--- config.mk ---
export PLATFORM = sky130hd
export DESIGN_NAME = ps2_key_tracker
export DESIGN_NICKNAME = d
export VERILOG_FILES = /design/src/rtl/pong_pkg.sv /design/src/rtl/ps2_key_watchdog.sv /design/src/rtl/ps2_key_tracker.sv
export SDC_FILE = /design/constraint.sdc
export NUM_CORES = 1
export LEC_CHECK = 0
export ABC_AREA = 1
export BUFFER_PORTS_ARGS = -buffer_cell sky130_fd_sc_hd__buf_2
export CELL_PAD_IN_SITES_DETAIL_PLACEMENT = 1
export CELL_PAD_IN_SITES_GLOBAL_PLACEMENT = 2
export CORE_AREA = 2 2 58 60
export CTS_CLUSTER_DIAMETER = 60
export CTS_CLUSTER_SIZE = 24
export DETAILED_ROUTE_END_ITERATION = 8
export DIE_AREA = 0 0 60 62
export PLACE_DENSITY = 0.82
export REMOVE_ABC_BUFFERS = 1
export SLEW_MARGIN = 40
export SYNTH_ARGS = -nofsm -noshare
export SYNTH_HDL_FRONTEND = slang
export SYNTH_SLANG_ARGS = --single-unit
--- constraint.sdc ---
create_clock -name CLOCK_50 -period 2.55 [get_ports CLOCK_50]
set_clock_uncertainty 0.2 [all_clocks]
set_input_delay 0.3825 -clock CLOCK_50 [delete_from_list [all_inputs] [get_ports CLOCK_50]]
set_output_delay 0.3825 -clock CLOCK_50 [all_outputs]
set_load 0.1 [all_outputs]
--- src/rtl/pong_pkg.sv ---
// Shared PS/2 set-2 scan codes and the key decoder state type for the pong game.
// Latency: none (constants, types and one pure helper function).
// Backpressure: none.
package pong_pkg;

    // Game keys. UP and DOWN arrive behind the E0 extension prefix.
    localparam logic [7:0] SC_W      = 8'h1D;
    localparam logic [7:0] SC_S      = 8'h1B;
    localparam logic [7:0] SC_UP     = 8'h75;
    localparam logic [7:0] SC_DOWN   = 8'h72;
    localparam logic [7:0] SC_R      = 8'h2D;
    localparam logic [7:0] SC_P      = 8'h4D;

    // Protocol bytes.
    localparam logic [7:0] SC_E0     = 8'hE0;  // extended-code prefix
    localparam logic [7:0] SC_F0     = 8'hF0;  // break (key release) prefix
    localparam logic [7:0] SC_AA     = 8'hAA;  // self-test passed
    localparam logic [7:0] SC_FA     = 8'hFA;  // command acknowledge
    localparam logic [7:0] SC_ERR_LO = 8'h00;  // key detection error / overrun
    localparam logic [7:0] SC_ERR_HI = 8'hFF;  // key detection error / overrun

    // Prefix decoder states: which prefixes have been seen for the byte to come.
    typedef enum logic [1:0] {
        IDLE    = 2'd0,
        EXT     = 2'd1,
        BRK     = 2'd2,
        EXT_BRK = 2'd3
    } kbd_state_t;

    // One bit per tracked key: set on make, cleared on break.
    typedef struct packed {
        logic w;
        logic s;
        logic up;
        logic dn;
        logic r;
        logic p;
    } held_t;

    // Keyboard error bytes invalidate everything we believe is held.
    function automatic logic is_error_code(input logic [7:0] code);
        return (code == SC_ERR_LO) || (code == SC_ERR_HI);
    endfunction

endpackage

--- src/rtl/ps2_key_watchdog.sv ---
// Stale-key watchdog: flags keys that have been held with no keyboard traffic for TIMEOUT_CYCLES.
// Latency: expire asserts while the idle count sits at TIMEOUT_CYCLES-1 and a key is held.
// Backpressure: none; accept restarts the count, otherwise it saturates until the next byte.
//
// Ports:
//   CLOCK_50  system clock          rst_n     async active-low reset
//   accept    a byte was taken      any_held  at least one held bit set
//   expire    clear held bits this cycle
module ps2_key_watchdog #(
    parameter int TIMEOUT_CYCLES = 100_000_000
) (
    input  logic CLOCK_50,
    input  logic rst_n,
    input  logic accept,
    input  logic any_held,
    output logic expire
);

    localparam int CW = (TIMEOUT_CYCLES > 1) ? $clog2(TIMEOUT_CYCLES) : 1;
    localparam logic [CW-1:0] LAST = CW'(TIMEOUT_CYCLES - 1);

    logic [CW-1:0] idle_cnt;

    always_ff @(posedge CLOCK_50 or negedge rst_n) begin
        if (!rst_n) begin
            idle_cnt <= '0;
        end else if (accept) begin
            idle_cnt <= '0;
        end else if (idle_cnt != LAST) begin
            idle_cnt <= idle_cnt + CW'(1);
        end
    end

    // Held bits only change on an accepted byte, which also restarts the
    // count, so this fires at most once per silent period.
    assign expire = (idle_cnt == LAST) && any_held;

endmodule

--- src/rtl/ps2_key_tracker.sv ---
// Turns PS/2 set-2 scan bytes into held-key paddle requests, a game-reset pulse and a pause level.
// Latency: outputs update on the clock edge that accepts a byte (one cycle after the scan_ready rise).
// Backpressure: none; one byte is taken per rising edge of scan_ready, a level held high is not re-read.
//
// Ports:
//   CLOCK_50                50 MHz system clock
//   rst_n                   asynchronous active-low reset
//   scan_code[7:0]          scan byte, valid while scan_ready is high
//   scan_ready              byte-available strobe (level, may span several cycles)
//   paddleL_up/paddleL_dn   left paddle requests (W / S)
//   paddleR_up/paddleR_dn   right paddle requests (E0 75 / E0 72)
//   reset_req               one-cycle pulse on a fresh R press
//   paused                  pause level, toggled by a fresh P press
//
// Build option: define KEY_TIMEOUT_EN to add the stale-key watchdog
// (ps2_key_watchdog, period TIMEOUT_CYCLES), which drops all held keys
// after a silent period so a lost break code cannot leave a paddle moving.
module ps2_key_tracker
    import pong_pkg::*;
#(
    parameter int TIMEOUT_CYCLES = 100_000_000
) (
    input  logic       CLOCK_50,
    input  logic       rst_n,
    input  logic [7:0] scan_code,
    input  logic       scan_ready,
    output logic       paddleL_up,
    output logic       paddleL_dn,
    output logic       paddleR_up,
    output logic       paddleR_dn,
    output logic       reset_req,
    output logic       paused
);

    logic       scan_ready_q;
    logic       accept;
    logic       key_make;
    logic       ext_code;
    logic       any_held;
    logic       wd_expire;
    logic       r_pulse;
    logic       p_toggle;
    kbd_state_t state;
    kbd_state_t state_nxt;
    held_t      held;
    held_t      held_nxt;

    // Edge-detect the strobe so a long scan_ready pulse is a single byte.
    assign accept   = scan_ready & ~scan_ready_q;

    // Without an F0 prefix the byte is a press; E0 selects the extended table.
    assign key_make = (state == IDLE) || (state == EXT);
    assign ext_code = (state == EXT)  || (state == EXT_BRK);
    assign any_held = |held;

    always_comb begin
        state_nxt = state;
        held_nxt  = held;
        r_pulse   = 1'b0;
        p_toggle  = 1'b0;

        if (accept) begin
            // Anything that is not a prefix finishes the sequence.
            state_nxt = IDLE;

            if (is_error_code(scan_code)) begin
                held_nxt = '0;
            end else if ((scan_code == SC_E0) && (state != EXT_BRK)) begin
                // A repeated E0 keeps the extension; E0 after F0 joins it.
                state_nxt = (state == BRK) ? EXT_BRK : EXT;
            end else if ((scan_code == SC_F0) && key_make) begin
                state_nxt = (state == EXT) ? EXT_BRK : BRK;
            end else if (ext_code) begin
                case (scan_code)
                    SC_UP:   held_nxt.up = key_make;
                    SC_DOWN: held_nxt.dn = key_make;
                    default: ;
                endcase
            end else begin
                case (scan_code)
                    SC_W: held_nxt.w = key_make;
                    SC_S: held_nxt.s = key_make;
                    SC_R: begin
                        // Typematic repeats re-send the make; only the first one acts.
                        held_nxt.r = key_make;
                        r_pulse    = key_make & ~held.r;
                    end
                    SC_P: begin
                        held_nxt.p = key_make;
                        p_toggle   = key_make & ~held.p;
                    end
                    SC_AA, SC_FA: ;  // status replies, not keys
                    default: ;
                endcase
            end
        end else if (wd_expire) begin
            held_nxt  = '0;
            state_nxt = IDLE;
        end
    end

    always_ff @(posedge CLOCK_50 or negedge rst_n) begin
        if (!rst_n) begin
            scan_ready_q <= 1'b0;
            state        <= IDLE;
            held         <= '0;
            paddleL_up   <= 1'b0;
            paddleL_dn   <= 1'b0;
            paddleR_up   <= 1'b0;
            paddleR_dn   <= 1'b0;
            reset_req    <= 1'b0;
            paused       <= 1'b0;
        end else begin
            scan_ready_q <= scan_ready;
            state        <= state_nxt;
            held         <= held_nxt;
            // Opposing requests on one paddle cancel rather than pick a winner.
            paddleL_up   <= held_nxt.w  & ~held_nxt.s;
            paddleL_dn   <= held_nxt.s  & ~held_nxt.w;
            paddleR_up   <= held_nxt.up & ~held_nxt.dn;
            paddleR_dn   <= held_nxt.dn & ~held_nxt.up;
            reset_req    <= r_pulse;
            // A game reset always comes back unpaused.
            if (r_pulse) begin
                paused <= 1'b0;
            end else if (p_toggle) begin
                paused <= ~paused;
            end
        end
    end

`ifdef KEY_TIMEOUT_EN
    ps2_key_watchdog #(
        .TIMEOUT_CYCLES (TIMEOUT_CYCLES)
    ) u_watchdog (
        .CLOCK_50 (CLOCK_50),
        .rst_n    (rst_n),
        .accept   (accept),
        .any_held (any_held),
        .expire   (wd_expire)
    );
`else
    assign wd_expire = 1'b0;

    // The period only matters when the watchdog is built in.
    logic unused_timeout_cfg;
    assign unused_timeout_cfg = (TIMEOUT_CYCLES == 0) & any_held;
`endif

endmodule

Word level (Yosys, flattened, before mapping). Cells that the tools add are included.

Bitwise logic cells: 15. Equality and inequality tests: 16. Magnitude comparators: 0. Add/sub/neg operators: 0. Divide/modulo/power cells: 0. Multiply operators: 0. Reductions and logical operators: 12. Mux-type cells: 32. Shifts and indexed selects: 0.

Operators with widths (count): $eq 8x7->1 const B (3); $eq 8x8->1 const B (3); $mux 6 (4); $mux 1 (21); $eq 8x5->1 const B (2); $mux 2 (7); $reduce_and 5->1 (2); $eq 8x6->1 const B (1); $logic_not 8->1 (1); $not 1->1 (8); $and 1x1->1 (7); $ne 2x2->1 const B (3); $reduce_bool 2->1 (3); $eq 2x2->1 const B (2); $logic_or 1x1->1 (3); $eq 2x1->1 const B (1); $logic_and 1x1->1 (2); $logic_not 2->1 (1); $ne 2x1->1 const B (1).

Memories: 0. RAM bits: 0. Register bits after elaboration: 15. ROM bits: 0. Word-level logic and storage cells: 89. Bits in latches: 0. Output and inout port bits: 6.

Longest topological paths before layout. Gate-level depths: netlist (run 1).

Word-level depth: 11. Mapped depth: 11. Gate-level depth less buffers: 10.

Worst setup path before layout (run 1). No wires, ideal clock.

Path type: register to output. Start point: reg paused. End point: out paused. Data required time: 1967 ps. Cell stages (with the launch flop): 1. Setup slack: 1057 ps. Data arrival time: 910 ps. Path through: dfrtp_1.

RTL lines: from (decl) (RTL line ps2_key_tracker.sv:32) `output logic paused`; from (signal assigned) (RTL line ps2_key_tracker.sv:127) `paused <= ~paused;`.

No word-level cell between the ends.

Worst setup path after layout (run 1).
Start point: reg paused. End point: out paused.

No word-level cell between the ends.

==> metrics.yaml, run 1 <==
clocking:
  root_buffer: "clkbuf_4"
  numCtsBuffers: 3
  cts_tree: "built"
  max-clock-path-buffers: 2
  cts.sinks: 15
  worst_skew_pair.late_latency_ns: 0.28
  cts_setup_buffers: 0
  cts.clk_slew.worst_paths_ns: 0.08
  htree_levels: 1
  ctsHoldBuffers: 1
  cts-resized-gates: 0
pwr:
  power_w: 0.000471
  p_leak_nw: 0.579
  irDropWorstVdd_mv: 0.245
  p_per_area_nw_per_um2: 427
placement:
  io_buffers: 16
  dpl.hpwl_microns: 1870
  dp_slack_ns: 0.809
  gp_congestion: 0.822
  post-place-cells: 194
logic_synthesis:
  async_flop_share_pct: 100
  synth_top_cell_area_share_pct: 39.5
  synth.most_common_cell: "nand2_1"
  yosysTopAreaCell: "dfrtp_1"
  netlist_top_cells_area: "dfrtp_1, nand2_1, nand3_1"
  ys_ff_latch: 15
  netlist_instances: 135
  avgSynthCellArea_sq_um: 7.03
  netlist_area_sq_um: 950
  synth-xor-area-share_pct: 0.922
  synth_edf_count: 0
  synth_compound_area_share_pct: 4.87
  synth_ff_type: "dfrtp_1"
  synthAdderAreaFrac_pct: 0
  synth_simple_gate_area_share_pct: 45.3
  yosysUniqueCellTypes: 24
  synth_mux_area_share_pct: 0
  synth-warning-count: 0
  ys_top_cells_by_count: "nand2_1, nor2_1, inv_1"
  synth_top_family_by_area: "simple AND/OR/NAND/NOR gates"
  seq_area_frac_synth_pct: 39.5
drt:
  ant_nets: 0
  drc: 0
  drt_wl_total_microns: 2300
  firstDrtPassIters: 4
  vias: 895
  routed_via_density: 4.50
  drt-initial-drc-count: 36
  wl_per_cell_microns: 11.6
die:
  die_area_sq_um: 3720
  initial_core_util_pct: 29.9
  die_w_microns: 60
  rows: 21
  fp.dieH_microns: 62
  io_pins: 17
  core_sq_um: 3180
global_route:
  grt_pass1_wl_microns: 3930
  antenna_found_initial: 0
  gr-total-overflow: 0
  grt_max_degree: 16
  grt.total_usage_pct: 13.9
  first_global_vias: 923
finish:
  utilization_pct: 34.7
  regArea_sq_um: 375
  drive_above_1_share_pct: 22.2
  fill_cells: 416
  areaGrowthSynthToFinish_pct: 16.1
  layoutNonFillerInstCount: 199
  nets: 165
  multi_input_area_sq_um: 485
  n_antenna_cell: 0
critical_path:
  slowest_delay_ns: 0.43
  path_depth: 1
  cp_max_fo: 2
  path_class: "register to output port"
  worstPathCellList: "buf_2"
  worstSetupStartpointType: "register"
  reg2reg_depth: 8
  worstPathRequired_ns: 1.97
  worst-endpoint-arrival_ns: 1.08
  cp.buffers_inverters: 1
  cp_top_family: "buffers and inverters"
  slowest_stage: "buf_2"
  endpoint_kind: "output port"
timing:
  fin_crit_sh_pct: 65.0
  relSlewSlack_pct: 67.5
  rsz0062_at_grt: "false"
  setup_tns_ns: 0
  hold_viol: 0
  worst_pin_slew_ns: 0.490
  finalCriticalPeriod_ns: 1.66
  setup_viol: 0
  fin_ws_ns: 0.892
  slew_viol_final: 0
  fmax_mhz: 603
hold_path:
  worstHoldPathType: "input pin to register"
  min_path_cells: 1
run:
  drv_cap: 0
status:
  status: "finished, final reports clean"
metal layers:
metal	part of all wire [%]	track usage [%]
met4	1.8	4.76
met1	50	18.1
met2	43	23.3
met5	0	0
met3	4.4	2.69
cell usage in the layout, fill, tap and decap left out, types with 2 or more instances in the layout:
cell type and count:
nand4_1 5, nor3_1 2, buf_2 16, clkbuf_4 3, inv_1 16, o21ai_1 2
nand3_1 15, inv_2 2, nand2_1 36, nor2_2 3, dfrtp_1 15, or2_2 2
nor2_1 18, nand2_2 5, o31ai_1 2
registers in the layout, summed over array words and instances (netlist names):
name and count:
paddleL_dn 1, state 2, reset_req 1, scan_ready_q 1, held 6, paddleR_up 1, paddleR_dn 1, paused 1
paddleL_up 1
path summary, 6_finish.rpt:
check | from | end | slack, ns
min reg2reg | held[0]$_DFFE_PN0P_ | held[0]$_DFFE_PN0P_ | 0.28
max reg2reg | state[0]$_DFFE_PN0P_ | paddleL_dn$_DFF_PN0_ | 0.97
min | scan_ready | scan_ready_q$_DFF_PN0_ | 0.03
min in group asynchronous | rst_n | paused$_DFFE_PN0P_ | 0.32
max in group asynchronous | rst_n | scan_ready_q$_DFF_PN0_ | 1.57
max | paused$_DFFE_PN0P_ | paused | 0.89
final cells by class:
type | count | share of cell area, %
flip-flops and latches | 15 | 34.1
multi-input cells | 99 | 44.0
repair buffers | 17 | 8.17
inverters | 18 | 6.13
well taps | 46 | 5.22
clock buffers | 4 | 2.38
power breakdown:
group	switching (W)	leakage (nW)	internal [W]	total, W
clock network	0.0000735	0.0150	0.0000607	0.000134
logic	0.0000627	0.358	0.0000224	0.0000851
registers	0.00000469	0.206	0.000247	0.000252
logic make-up (layout without fill, tap and decap cells):
family,count (synthesis),after routing
XOR/XNOR,1,1
AND/OR/NAND/NOR,91,91
AO/OA/AOI/OAI,7,7
buffers and inverters,21,39
flip-flops,15,15
stage by stage:
step | instance area, sq um | hold WS [ns]
2_1_floorplan | 928 | -0.113
3_3_place_gp | 1070 | 0.107
3_5_place_dp | 1070 | 0.116
4_1_cts | 1100 | 0.0218
5_1_grt | 1100 | 0.0183
6_report | 1100 | 0.0323
No activity file was read; power rests on OpenSTA's default activity.
==> run 2, diff against run 1 <==
Settings changed: CORE_AREA 2 2 58 60 to 2 2 63 65, DIE_AREA 0 0 60 62 to 0 0 65 67, PLACE_DENSITY 0.82 to 0.74.
Clock period 2.55 ns to 1.34 ns, I/O delays scaled along.
==> run 2 against run 1 <==
The flow now finishes with violations (negative setup slack). Via count up 14%. Highest routed layer unchanged. Routed wire length grew 27%. Non-clock buffer count up 22. Worst hold slack improved by 0.14 ns. Sequential share of layout area is 8.6 points lower. Combinational power rose to 2.6 times the previous value. First-iteration DRC count shrank 50%.
==> metrics.yaml, run 2 (synthesized netlist as in run 1, its figures left out) <==
status:
  status: "finished with violations"
  violations: "negative setup slack"
finish:
  drive_above_1_share_pct: 41.1
  top_regs: "held: 6 flops, state: 2 flops"
  largest_register_ff_count: 6
  nets: 187
  final_common_cell: "nand2_1"
  fill_cells: 463
  final_cell_mix: "nand2_1, buf_4, nor2_1, dfrtp_1"
  layoutNonFillerInstCount: 223
  regMostFlops: "held"
  n_antenna_cell: 0
  areaGrowthSynthToFinish_pct: 55.7
critical_path:
  worstPathCellList: "nor2_1, nand3_1, nor2_2, nand3_1, nand3_2, nand2_2, nand2_1, inv_1"
  path_class: "register to register"
  cp_top_family: "simple AND/OR/NAND/NOR gates"
  slowest_delay_ns: 0.43
  cp_max_fo: 3
  worstPathRequired_ns: 1.29
  cpMostUsedCell: "nand3_1"
  startpoint: "state[0]$_DFFE_PN0P_"
  slowest_stage: "dfrtp_2"
  r2r-start: "state[0]$_DFFE_PN0P_"
  worstSetupStartpointType: "register"
  cp.buffers_inverters: 1
  endpoint_kind: "register"
  worst-endpoint-arrival_ns: 1.49
die:
  rows: 22
  die_area_sq_um: 4360
  initial_core_util_pct: 26.3
  core_sq_um: 3610
  fp.dieH_microns: 67
  io_pins: 17
  die_w_microns: 65
run:
  drv_cap: 0
global_route:
  antenna_found_initial: 0
  gr-total-overflow: 0
  grt_max_degree: 16
  grt_pass1_wl_microns: 4570
  first_global_vias: 1090
  grt.total_usage_pct: 13.9
timing:
  finalCriticalPeriod_ns: 1.55
  relSlewSlack_pct: 76.7
  slew_viol_final: 0
  fin_ws_ns: -0.207
  worst_pin_slew_ns: 0.349
  fmax_mhz: 647
  rsz0062_at_grt: "true"
  hold_viol: 0
  fin_crit_sh_pct: 115
  setup_viol: 11
  setup_tns_ns: -1.10
clocking:
  cts.sinks: 15
  root_buffer: "clkbuf_8"
  cts_tree: "built"
  max-clock-path-buffers: 2
  numCtsBuffers: 3
  cts.clk_slew.worst_paths_ns: 0.06
  htree_levels: 1
  worst_skew_pair.late_latency_ns: 0.25
drt:
  wl_per_cell_microns: 13.1
  ant_nets: 0
  drc: 0
  routed_via_density: 4.57
  vias: 1020
  drt_wl_total_microns: 2920
  drt-initial-drc-count: 18
  firstDrtPassIters: 4
pwr:
  irDropWorstVdd_mv: 0.487
  combPwrFrac_pct: 20.8
  pwr-share-clk_pct: 34.0
  internal_power_w: 0.000768
  p_per_area_nw_per_um2: 724
  power_switching_share_pct: 28.2
  seq_power_share_pct: 45.2
  p_sw_w: 0.000302
  p_leak_nw: 0.729
placement:
  io_buffers: 16
  dpl.hpwl_microns: 2180
  post-place-cells: 213
  gp_congestion: 0.809
hold_path:
  worstHoldPathType: "input pin to register"
  hold_start: "scan_ready"
[run 2: cell types whose count changed in the layout (fill, tap and decap cells not counted), moves of 3 or more]
cell	before	now
buf_4	0	19
buf_12	0	7
buf_2	16	10
nor2_1	18	14
nor2_2	3	7
clkbuf_4	3	0
clkbuf_8	0	3
inv_1	16	13
[run 2: timing repair]
item,CTS,global route
pin swaps,3,14
cloned,0,0
setup buffers,0,4
resized for setup,9,16
hold buffers,2,0
setup endpoints to repair,11,13
hold endpoints to repair,16,0
[run 2: final timing paths]
path	slack, ns	cells past startpoint	end
min in group asynchronous	0.19	2	paddleL_dn$_DFF_PN0_
max reg2reg	-0.21	8	paddleL_dn$_DFF_PN0_
min reg2reg	0.28	2	held[0]$_DFFE_PN0P_
min	0.18	4	state[1]$_DFFE_PN0P_
max	-0.21	8	paddleL_dn$_DFF_PN0_
max in group asynchronous	0.47	2	state[0]$_DFFE_PN0P_
[run 2: routing by layer]
| layer | track usage (%) | vias to the layer above | part of all wire, % |
|---|---|---|---|
| met4 | 5.59 | 0 | 2.5 |
| met2 | 24.6 | 23 | 50 |
| met5 | 0 | - | 0 |
| met3 | 2.36 | 8 | 3.1 |
| li1 | - | 504 | - |
| met1 | 16.7 | 485 | 44 |
[run 2: power groups by stage]
stage                      logic, W  clock network (W)  registers, W
after floorplan           0.0000673                  0      0.000524
after global placement     0.000199                  0      0.000492
after detailed placement   0.000204                  0      0.000491
after CTS                  0.000211           0.000381      0.000483
after global routing       0.000245           0.000400      0.000486
final                      0.000223           0.000364      0.000484
[run 2: cell type report]
class	count	area, sq um	share of cell area, %
well taps	48	60.1	4.06
flip-flops and latches	15	377	25.5
multi-input cells	99	563	38.1
repair buffers	39	364	24.6
inverters	18	70.1	4.74
clock buffers	4	45.0	3.05
[run 2: worst register-to-register path, delay by kind of cell (launching register included)]
family / cells / cell delay [ns]
flops: 1 / 0.43
buf+inv: 1 / 0.04
simple gates: 7 / 0.79
[run 2: stage by stage]
step | hold slack [ns] | cell area [sq um] | utilization, % | total power (W) | worst slack, ns
after floorplan | -0.295 | 928 | - | 0.000591 | -0.136
after global placement | -0.0717 | 1290 | 35.7 | 0.000691 | -0.237
after detailed placement | -0.0660 | 1290 | 35.7 | 0.000696 | -0.277
after CTS | 0.116 | 1380 | 38.1 | 0.00108 | -0.152
after global routing | 0.194 | 1480 | 41.0 | 0.00113 | -0.310
final | 0.176 | 1480 | 41.0 | 0.00107 | -0.207
